### src/rtl/s2b_pkg.sv
// Shared definitions for the stochastic-to-binary decoder: default width,
// FSM state encoding and the last window index.
package s2b_pkg;

    localparam int DATAWD_DEF = 8;
    localparam int WIN_LAST   = (1 << DATAWD_DEF) - 1;

    typedef enum logic {
        S_IDLE,
        S_RUN
    } state_t;

endpackage

### src/rtl/s2b_win_cnt.sv
// Window counter: counts sampled cycles of a 2^W window and flags the
// final cycle. Wraps to zero naturally when the window completes.
module s2b_win_cnt #(
    parameter int W = 8
) (
    input  logic clk,
    input  logic rst,
    input  logic clr,
    input  logic en,
    output logic last
);

    localparam logic [W-1:0] LAST_IDX = '1;

    logic [W-1:0] cnt;

    // NOTE: sequential state uses non-blocking assignments only, so every
    // flop samples the pre-edge values of its neighbours.
    always_ff @(posedge clk or posedge rst) begin
        if (rst) begin
            cnt <= '0;
        end else if (clr) begin
            cnt <= '0;
        end else if (en) begin
            cnt <= cnt + 1'b1;
        end
    end

    assign last = (cnt == LAST_IDX);

endmodule

### src/rtl/s2b_cnt_uni.sv
// Unipolar stochastic-to-binary decoder: counts ones over a window of
// 2^DATAWD samples and presents the saturated count with a valid pulse.
module s2b_cnt_uni
    import s2b_pkg::*;
#(
    parameter int DATAWD = DATAWD_DEF
) (
    input  logic              clk,
    input  logic              rst,
    input  logic              iStart,
    input  logic              iClr,
    input  logic              iBit,
    output logic              oBusy,
    output logic              oValid,
    output logic [DATAWD-1:0] oData,
    output logic              oSat
);

    state_t          state;
    logic [DATAWD:0] acc;
    logic [DATAWD:0] sum;
    logic            win_last;

    // Counter is held at zero whenever idle, so a start always begins at sample 0.
    s2b_win_cnt #(.W(DATAWD)) u_win_cnt (
        .clk  (clk),
        .rst  (rst),
        .clr  (iClr || (state == S_IDLE)),
        .en   (state == S_RUN),
        .last (win_last)
    );

    // Includes the current sample so the final cycle's bit is counted.
    assign sum   = acc + {{DATAWD{1'b0}}, iBit};
    assign oBusy = (state == S_RUN);

    always_ff @(posedge clk or posedge rst) begin
        if (rst) begin
            state  <= S_IDLE;
            acc    <= '0;
            oData  <= '0;
            oSat   <= 1'b0;
            oValid <= 1'b0;
        end else begin
            oValid <= 1'b0;
            if (iClr) begin
                state <= S_IDLE;
                acc   <= '0;
            end else begin
                case (state)
                    S_IDLE: begin
                        acc <= '0;
                        if (iStart) state <= S_RUN;
                    end
                    S_RUN: begin
                        if (win_last) begin
                            // A full window of ones overflows DATAWD bits; clip and flag it.
                            oData  <= sum[DATAWD] ? {DATAWD{1'b1}} : sum[DATAWD-1:0];
                            oSat   <= sum[DATAWD];
                            oValid <= 1'b1;
                            acc    <= '0;
                            state  <= iStart ? S_RUN : S_IDLE;
                        end else begin
                            acc <= sum;
                        end
                    end
                    default: state <= S_IDLE;
                endcase
            end
        end
    end

endmodule

### config.mk
export PLATFORM = sky130hd
export DESIGN_NAME = s2b_cnt_uni
export DESIGN_NICKNAME = d
export VERILOG_FILES = /design/src/rtl/s2b_pkg.sv /design/src/rtl/s2b_win_cnt.sv /design/src/rtl/s2b_cnt_uni.sv
export SDC_FILE = /design/constraint.sdc
export NUM_CORES = 1
export LEC_CHECK = 0
export ABC_AREA = 1
export BUFFER_PORTS_ARGS = -buffer_cell sky130_fd_sc_hd__buf_2
export CAP_MARGIN = 20
export CORE_MARGIN = 10
export CORE_UTILIZATION = 35
export DETAILED_ROUTE_END_ITERATION = 7
export PLACE_DENSITY_LB_ADDON = 0.3
export SYNTH_ARGS = -nofsm -noshare
export SYNTH_HDL_FRONTEND = slang
export SYNTH_SLANG_ARGS = --single-unit
### constraint.sdc
create_clock -name clk -period 2.2 [get_ports clk]
set_clock_uncertainty 0.05 [all_clocks]
set_input_delay 0.11 -clock clk [delete_from_list [all_inputs] [get_ports clk]]
set_output_delay 0.11 -clock clk [all_outputs]
set_load 0.005 [all_outputs]
==> results of run 1 <==
## synth_stat cells
library cell	number
a21boi_0	1
a21oi_1	2
dfrtp_1	28
ha_1	3
inv_1	14
inv_2	1
nand2_1	53
nand2_2	6
nand2_4	1
nand3_1	5
nand3_2	1
nand4_1	1
nor2_1	22
nor2_2	2
nor2_4	1
nor2_8	1
nor3_1	1
nor3b_1	1
o21ai_0	3
o21ai_1	1
xnor2_1	2
xor2_1	3
## kinds of logic (layout without fill, tap and decap cells)
| group | after synthesis | count (layout) |
|---|---|---|
| AND/OR/NAND/NOR | 95 | 95 |
| flip-flops | 28 | 28 |
| buffers and inverters | 15 | 37 |
| AO/OA/AOI/OAI | 7 | 7 |
| XOR/XNOR | 5 | 5 |
| adder cells (fa/ha/maj) | 3 | 3 |
## final timing paths
check,startpoint,endpoint,slack [ns],cells after the start
min reg2reg,u_win_cnt.cnt[0],u_win_cnt.cnt[0],0.42,1
min in group asynchronous,rst,oData[0],0.39,4
max,u_win_cnt.cnt[0],oSat,0.73,8
max in group asynchronous,rst,oData[5],1.45,4
min,iClr,oBusy,0.04,4
max reg2reg,u_win_cnt.cnt[0],oSat,0.73,8
## state kept, by name, summed over array words and instances, names as in the netlist
signal         count
acc                9
oData              8
u_win_cnt.cnt      8
oBusy              1
oSat               1
oValid             1
## stage by stage
stage	total power, mW	hold slack (ns)	area (um2)
4_1_cts	0.882	0.0351	1520
3_5_place_dp	0.572	0.151	1450
5_1_grt	0.912	0.0445	1520
2_1_floorplan	0.557	0.125	1300
3_3_place_gp	0.571	0.137	1450
6_report	0.870	0.0436	1520
## final cells by class
type | count | area share, %
clock buffer | 4 | 3.62
inverter | 15 | 3.70
multi-input combinational | 110 | 35.9
sequential | 28 | 46.1
tap | 48 | 3.95
timing repair buffer | 18 | 6.74
## power breakdown
part,switching [mW],leakage (nW),internal (mW)
logic,0.0280,0.418,0.0136
registers,0.00335,0.388,0.519
clock network,0.146,0.0288,0.160
## worst reg2reg max path, stage by stage, from the launching register on
cell and delay, ns:
dfrtp_1 0.38, ha_1 0.19, nand2_2 0.08, nor2_2 0.12, nand2_2 0.11, nor2_8 0.17, inv_2 0.12, nand2_1 0.08
o21ai_1 0.06
## routing by layer
layer,up-vias,track usage (%)
li1,508,-
met1,462,10.4
met2,13,13.9
met3,2,1.88
met4,0,3.63
met5,-,0
## what timing repair did
action | in CTS | in global routing
endpoints found under the hold margin | 29 | 0
endpoints found under the setup margin | 0 | 0
hold buffers | 2 | 0
==> flow_summary.ini, run 1 <==
[cells_and_area]
regArea_um2 = 701
final_common_cell = nand2_1
fillers = 367
area_growth_pct = 16.7
multi_input_area_um2 = 547
final_util_pct = 41.9
drive_gt1_share_pct = 18.9
fin_cells = 223
final_cell_mix = 53 x nand2_1, 28 x dfrtp_1, 22 x nor2_1, 15 x buf_2, 14 x inv_1
nets = 184
antennaDiodeCount = 0

[route]
dr.max_layer_used = met4
wire_per_inst_um = 11.1
drtIter0Drc = 62
met2_length_mm = 1.13
route.met3.wl_um = 77
vias = 985
first_pass_iters = 4
drtAntennaViolNets = 0
drcViolationCount = 0
m1WireLength_mm = 1.24
drt-vias-per-instance = 4.42
wirelength_mm = 2.48

[logic_synthesis]
synth_compound_area_share_pct = 2.88
ys_types = 22
synth_nets = 161
ys_seq_area_share_pct = 53.7
syn_area_per_cell_um2 = 8.52
synth-xor-area-share_pct = 3.36
muxShareOfSynthArea_pct = 0
netlist_area_um2 = 1300
synth_seq_cells = 28
synth_top_cell_area_share_pct = 53.7
synth_top_cells_by_area = dfrtp_1 54%, nand2_1 15%, nor2_1 6.3%
syn_inst = 153
yosys.area_share.simple_pct = 32.8
synth_top_area_cell = dfrtp_1
synth_top_family_by_area = simple AND/OR/NAND/NOR gates
synth_adder_area_share_pct = 2.88
ys.warnings.count = 0

[sta]
setup_slack_ns = 0.730
period_needed_ns = 1.47
hold_violations = 0
drv_slew = 0
rsz0062_at_grt = false
slew_headroom_pct = 72.5
fmax_ghz = 0.680
final-setup-viol-count = 0
tightestPinTransition_ns = 0.411
min_period_over_period_pct = 66.8
fin_tns_setup_ns = 0

[die]
initial_core_util_pct = 35.9
die_h_um = 81.0
coreArea_um2 = 3630
dieArea_um2 = 6570
fp.dieW_um = 81.0
io_pins = 16
rows = 22

[setup_path]
critPathMaxStageDelay_ns = 0.38
critPathMostFrequentCell = nand2_2
startpoint_type = register
critPathBufInv = 1
critPathRequiredTime_ns = 2.31
path_cells = ha_1, nand2_2, nor2_2, nand2_2, nor2_8, inv_2, nand2_1, o21ai_1
crit_family = simple AND/OR/NAND/NOR gates
crit_slowest_cell = dfrtp_1
crit_fanout = 10
critPathCaptureType = register
worstPathArrival_ns = 1.58
critPathKind = reg2reg

[power]
power_density_nw_per_um2 = 572
irDropWorstVdd_uv = 292
leakagePower_nw = 0.835

[grt]
grt_max_degree = 29
grt_pass1_vias = 1024
grt_pass1_wl_mm = 4.54
overflow = 0
antenna_found_initial = 0
track_usage_pct = 8.45

[clock_tree]
clk_latency_ns = 0.27
cts_buffers = 3
cts.clk_slew.worst_paths_ns = 0.09
clock-root-buffer = clkbuf_8
cts_buffer_depth = 2
cts_resized = 0
htreeDepth = 1
cts.sinks = 28
cts_tree = yes
post_cts_buffers = 0

[hold_path]
min_path_type = in2reg

[run_status]
status = finished, final reports clean

[placed_design]
portBuffers = 15
globalplace.congestion = 0.789
pre_cts_slack_ns = 0.732
place_inst = 217
place_hpwl_mm = 1.93

[run]
cap_violations = 0
(Power assumes the default switching activity.)
==> inputs of run 2 (changes only) <==
==> constraint.sdc (replaced) <==
create_clock -name clk -period 1.33 [get_ports clk]
set_clock_uncertainty 0.05 [all_clocks]
set_input_delay 0.0665 -clock clk [delete_from_list [all_inputs] [get_ports clk]]
set_output_delay 0.0665 -clock clk [all_outputs]
set_load 0.005 [all_outputs]
==> flow_summary.ini, run 2 (synthesis results as in run 1) <==
[run_status]
status = finished, violations left
violations = setup timing

[grt]
track_usage_pct = 8.52
antenna_found_initial = 0
grt_pass1_vias = 1045
overflow = 0
grt_max_degree = 29
grt_pass1_wl_mm = 4.49

[cells_and_area]
final_area_um2 = 1640
final_common_cell = nand2_1
final_cell_mix = 50 x nand2_1, 28 x dfrtp_1, 20 x nor2_1, 15 x buf_2, 14 x inv_1
regMostFlops = acc
top_regs = acc x9, oData x8, u_win_cnt.cnt x8
largest_register_ffs = 9
area_growth_pct = 26.1
drive_gt1_share_pct = 25.7
fillers = 361
multi_input_area_um2 = 608
regArea_um2 = 701
nets = 193
antennaDiodeCount = 0

[setup_path]
reg2reg_from = u_win_cnt.cnt[1]
startpoint_type = register
critPathCaptureType = register
crit_fanout = 4
r2r.worst_path.cells = 8
timing.rr.end = oData[7]
critPathRequiredTime_ns = 1.49
worstPathArrival_ns = 1.51
ff2ff_setup_slack_ns = -0.02
critPathKind = reg2reg

[die]
coreArea_um2 = 3630
rows = 22
die_h_um = 81.0
fp.dieW_um = 81.0
initial_core_util_pct = 35.9
io_pins = 16
dieArea_um2 = 6570

[placed_design]
place_area_um2 = 1500
place_hpwl_mm = 1.95
portBuffers = 15
globalplace.congestion = 0.792

[sta]
period_needed_ns = 1.35
setup_slack_ns = -0.0168
tightestPinTransition_ns = 0.351
hold_violations = 0
fmax_ghz = 0.743
min_period_over_period_pct = 101
rsz0062_at_grt = true
slew_headroom_pct = 76.6
fin_tns_setup_ns = -0.0536
drv_slew = 0
final-setup-viol-count = 5

[hold_path]
hold_depth = 4
worstHoldStart = iClr
min_path_type = in2reg
hold-path-endpoint = u_win_cnt.cnt[6]

[power]
power.share.switching_pct = 21.4
finalPower_mw = 1.39
p_sw_mw = 0.298
leakagePower_nw = 0.902
irDropWorstVdd_uv = 366
power_density_nw_per_um2 = 846
power_frac_clock_pct = 32.0
power_frac_comb_pct = 5.9
p_int_mw = 1.09
seqPwrFrac_pct = 62.1

[route]
drtIter0Drc = 32
vias = 1028
drcViolationCount = 0
drt-vias-per-instance = 4.45
wirelength_mm = 2.61
first_pass_iters = 4
wire_per_inst_um = 11.3
drtAntennaViolNets = 0

[clock_tree]
htreeDepth = 1
cts_tree = yes
cts_buffers = 3
cts.clk_slew.worst_paths_ns = 0.09
clock-root-buffer = clkbuf_8
cts_buffer_depth = 2
cts.sinks = 28
post_cts_buffers = 0
clk_latency_ns = 0.27

[run]
cap_violations = 0
-- run 2: power by group through the flow --
stage	registers (mW)	logic (mW)	clock network [mW]
after floorplan	0.880	0.0421	0
after global placement	0.879	0.0736	0
after detailed placement	0.880	0.0754	0
after CTS	0.863	0.0827	0.464
after global routing	0.865	0.0956	0.497
final	0.864	0.0817	0.445
-- run 2: cell type report --
type	count	share of cell area, %
Tap cell	48	3.65
Timing Repair Buffer	26	10.5
Sequential cell	28	42.6
Clock buffer	3	2.51
Inverter	15	3.73
Multi-Input combinational cell	111	37.0
-- run 2: routing by layer --
metal,part of all wire (%),GRT usage (%),routed length (um)
met5,0,0,0
met4,2.3,4.50,60
met3,2.1,1.66,54
met2,46,14.3,1210
met1,49,10.1,1280
-- run 2: repair_timing --
item                       4_1_cts  5_1_grt
hold endpoints to repair        29        0
hold buffers                     3        0
cloned                           1        0
setup endpoints to repair       11       20
gates resized for setup          4       13
pin swaps                        3        9
-- run 2: worst max-delay path by stage --
stage	start	to	slack (ns)
2_1_floorplan	u_win_cnt.cnt[0]	oSat	0.03
3_3_place_gp	acc[0]	oData[2]	0.005
3_5_place_dp	acc[0]	oData[1]	-0.03
4_1_cts	u_win_cnt.cnt[0]	oData[1]	-0.02
5_1_grt	acc[0]	oData[4]	-0.12
6_report	u_win_cnt.cnt[1]	oData[7]	-0.02
-- run 2: metrics by stage --
step / std cells / utilization, % / hold WS, ns / setup slack (ns)
detailed placement: 224 / 41.3 / 0.0990 / -0.0321
global route: 231 / 45.2 / 0.0923 / -0.118
CTS: 231 / 43.7 / 0.0732 / -0.0170
floorplan: 153 / - / 0.0819 / 0.0300
global placement: 224 / 41.3 / 0.0926 / 0.00501
finish: 231 / 45.2 / 0.0641 / -0.0168
-- run 2: worst max-delay path, stage by stage, from the launching register on --
cell     delay (ns)
dfrtp_1        0.40
ha_4           0.16
nand2_4        0.06
nor2_4         0.12
nand2_4        0.09
nor2_8         0.16
buf_4          0.14
nand2_1        0.05
nand2_1        0.05
==> inputs of run 3 (changes only) <==
--- a/config.mk
+++ b/config.mk
@@ -8,6 +8,8 @@
 export ABC_AREA = 1
 export BUFFER_PORTS_ARGS = -buffer_cell sky130_fd_sc_hd__buf_2
 export CAP_MARGIN = 20
+export CELL_PAD_IN_SITES_DETAIL_PLACEMENT = 1
+export CELL_PAD_IN_SITES_GLOBAL_PLACEMENT = 1
 export CORE_MARGIN = 10
 export CORE_UTILIZATION = 35
 export DETAILED_ROUTE_END_ITERATION = 7
==> flow_summary.ini, run 3 (synthesis results as in run 1) <==
[setup_path]
endpoint = oData[4]
crit_fanout = 5
worstPathArrival_ns = 1.54
critPathMaxStageDelay_ns = 0.37
critPathRequiredTime_ns = 1.45
critPathCaptureType = register
r2r.worst_path.cells = 8
crit_start = acc[0]
critPathMostFrequentCell = nand2_1
startpoint_type = register
crit_slowest_cell = dfrtp_1
critPathKind = reg2reg
path_cells = ha_2, nand2_4, nor2_4, buf_4, xnor2_2, nand2_1, nand2_1, nand2_1
timing.rr.end = oData[4]
ff2ff_setup_slack_ns = -0.09
reg2reg_from = acc[0]

[clock_tree]
cts_buffers = 3
cts.sinks = 28
htreeDepth = 1
cts.clk_slew.worst_paths_ns = 0.10
clk_latency_ns = 0.28
cts_tree = yes
clock-root-buffer = clkbuf_8
cts_buffer_depth = 2

[sta]
drv_slew = 0
min_period_over_period_pct = 107
setup_slack_ns = -0.0893
holdWs_ns = -0.00318
slew_headroom_pct = 75.5
fmax_ghz = 0.705
period_needed_ns = 1.42
fin_tns_setup_ns = -0.515
tightestPinTransition_ns = 0.367
rsz0062_at_grt = true
final-setup-viol-count = 10
hold_violations = 1

[grt]
track_usage_pct = 10.5
grt_pass1_vias = 1281
antenna_found_initial = 0
overflow = 0
grt_max_degree = 29
grt_pass1_wl_mm = 5.55

[power]
power_density_nw_per_um2 = 923
irDropWorstVdd_uv = 546
seqPwrFrac_pct = 53.2
power.share.switching_pct = 20.4
leakagePower_nw = 0.963
finalPower_mw = 1.62
p_sw_mw = 0.331
p_int_mw = 1.29
power_frac_clock_pct = 41.5
power_frac_comb_pct = 5.3

[die]
rows = 22
io_pins = 16
initial_core_util_pct = 35.9
fp.dieW_um = 81.0
coreArea_um2 = 3630
dieArea_um2 = 6570
die_h_um = 81.0

[run_status]
violations = hold timing, setup timing
status = finished, violations left

[placed_design]
place_inst = 223
place_hpwl_mm = 2.37
globalplace.congestion = 0.735
portBuffers = 15

[cells_and_area]
final_util_pct = 48.4
final_common_cell = nand2_1
antennaDiodeCount = 0
area_growth_pct = 34.9
regMostFlops = acc
drive_gt1_share_pct = 33.5
largest_register_ffs = 9
nets = 197
top_regs = acc x9, oData x8, u_win_cnt.cnt x8
final_cell_mix = 46 x nand2_1, 28 x dfrtp_1, 19 x nor2_1, 15 x buf_2, 13 x inv_1
fin_cells = 236

[hold_path]
min_path_type = in2reg
worstHoldStart = iClr

[route]
first_pass_iters = 4
drcViolationCount = 0
wirelength_mm = 3.28
drtIter0Drc = 25
drtAntennaViolNets = 0
vias = 1097
wire_per_inst_um = 13.9
drt-vias-per-instance = 4.65

[run]
cap_violations = 0
-- run 3: power by group through the flow --
| stage | Combinational [mW] | Clock (mW) | Sequential, mW |
|---|---|---|---|
| after detailed placement | 0.0769 | 0 | 0.880 |
| final | 0.0861 | 0.674 | 0.864 |
| after global placement | 0.0723 | 0 | 0.880 |
| after floorplan | 0.0421 | 0 | 0.880 |
| after CTS | 0.0845 | 0.698 | 0.864 |
| after global routing | 0.0993 | 0.737 | 0.865 |
-- run 3: final cells by class --
cell class	count	area (um2)
clock buffer	3	41.3
clock inverter	1	30.0
fill	443	1870
inverter	15	61.3
multi-input combinational	111	657
sequential	28	701
tap	48	60.1
timing repair buffer	30	209
-- run 3: timing repair --
item | 4_1_cts | 5_1_grt
endpoints found under the hold margin | 29 | 0
hold buffers | 2 | 0
gates resized for setup | 7 | 22
setup endpoints to repair | 15 | 23
buffers inserted | 1 | 5
gates cloned | 0 | 1
pin swaps | 4 | 9
-- run 3: through the flow --
step | hold WS, ns | setup slack (ns) | instance area [um2]
detailed placement | 0.116 | -0.0984 | 1500
global route | 0.0294 | -0.183 | 1760
CTS | 0.00195 | -0.0735 | 1630
global placement | 0.0946 | -0.0350 | 1500
finish | -0.00318 | -0.0893 | 1760
floorplan | 0.0819 | 0.0300 | 1300
-- run 3: worst min-delay path by stage --
stage,slack (ns),depth (start not counted),endpoint
final,-0.003,4,oBusy
after global routing,0.03,4,oBusy
after CTS,0.002,4,oBusy
after detailed placement,0.12,3,oBusy
after global placement,0.09,3,oBusy
after floorplan,0.08,1,acc[0]
-- run 3: metal layers --
layer / global-route usage (%) / wire length (um) / share of wire [%] / vias up
li1: - / - / - / 538
met1: 10.6 / 1280 / 39 / 544
met4: 3.11 / 16 / 0.49 / 0
met3: 2.54 / 128 / 3.9 / 2
met2: 20.5 / 1850 / 56 / 13
met5: 0 / 0 / 0 / -
-- run 3: critical path, delay by kind of cell (launching register included) --
kind                     cells  cell delay (ns)
AND/OR/NAND/NOR              5             0.43
flip-flops                   1             0.37
adder cells (fa/ha/maj)      1             0.20
buffers and inverters        1             0.16
XOR/XNOR                     1             0.11
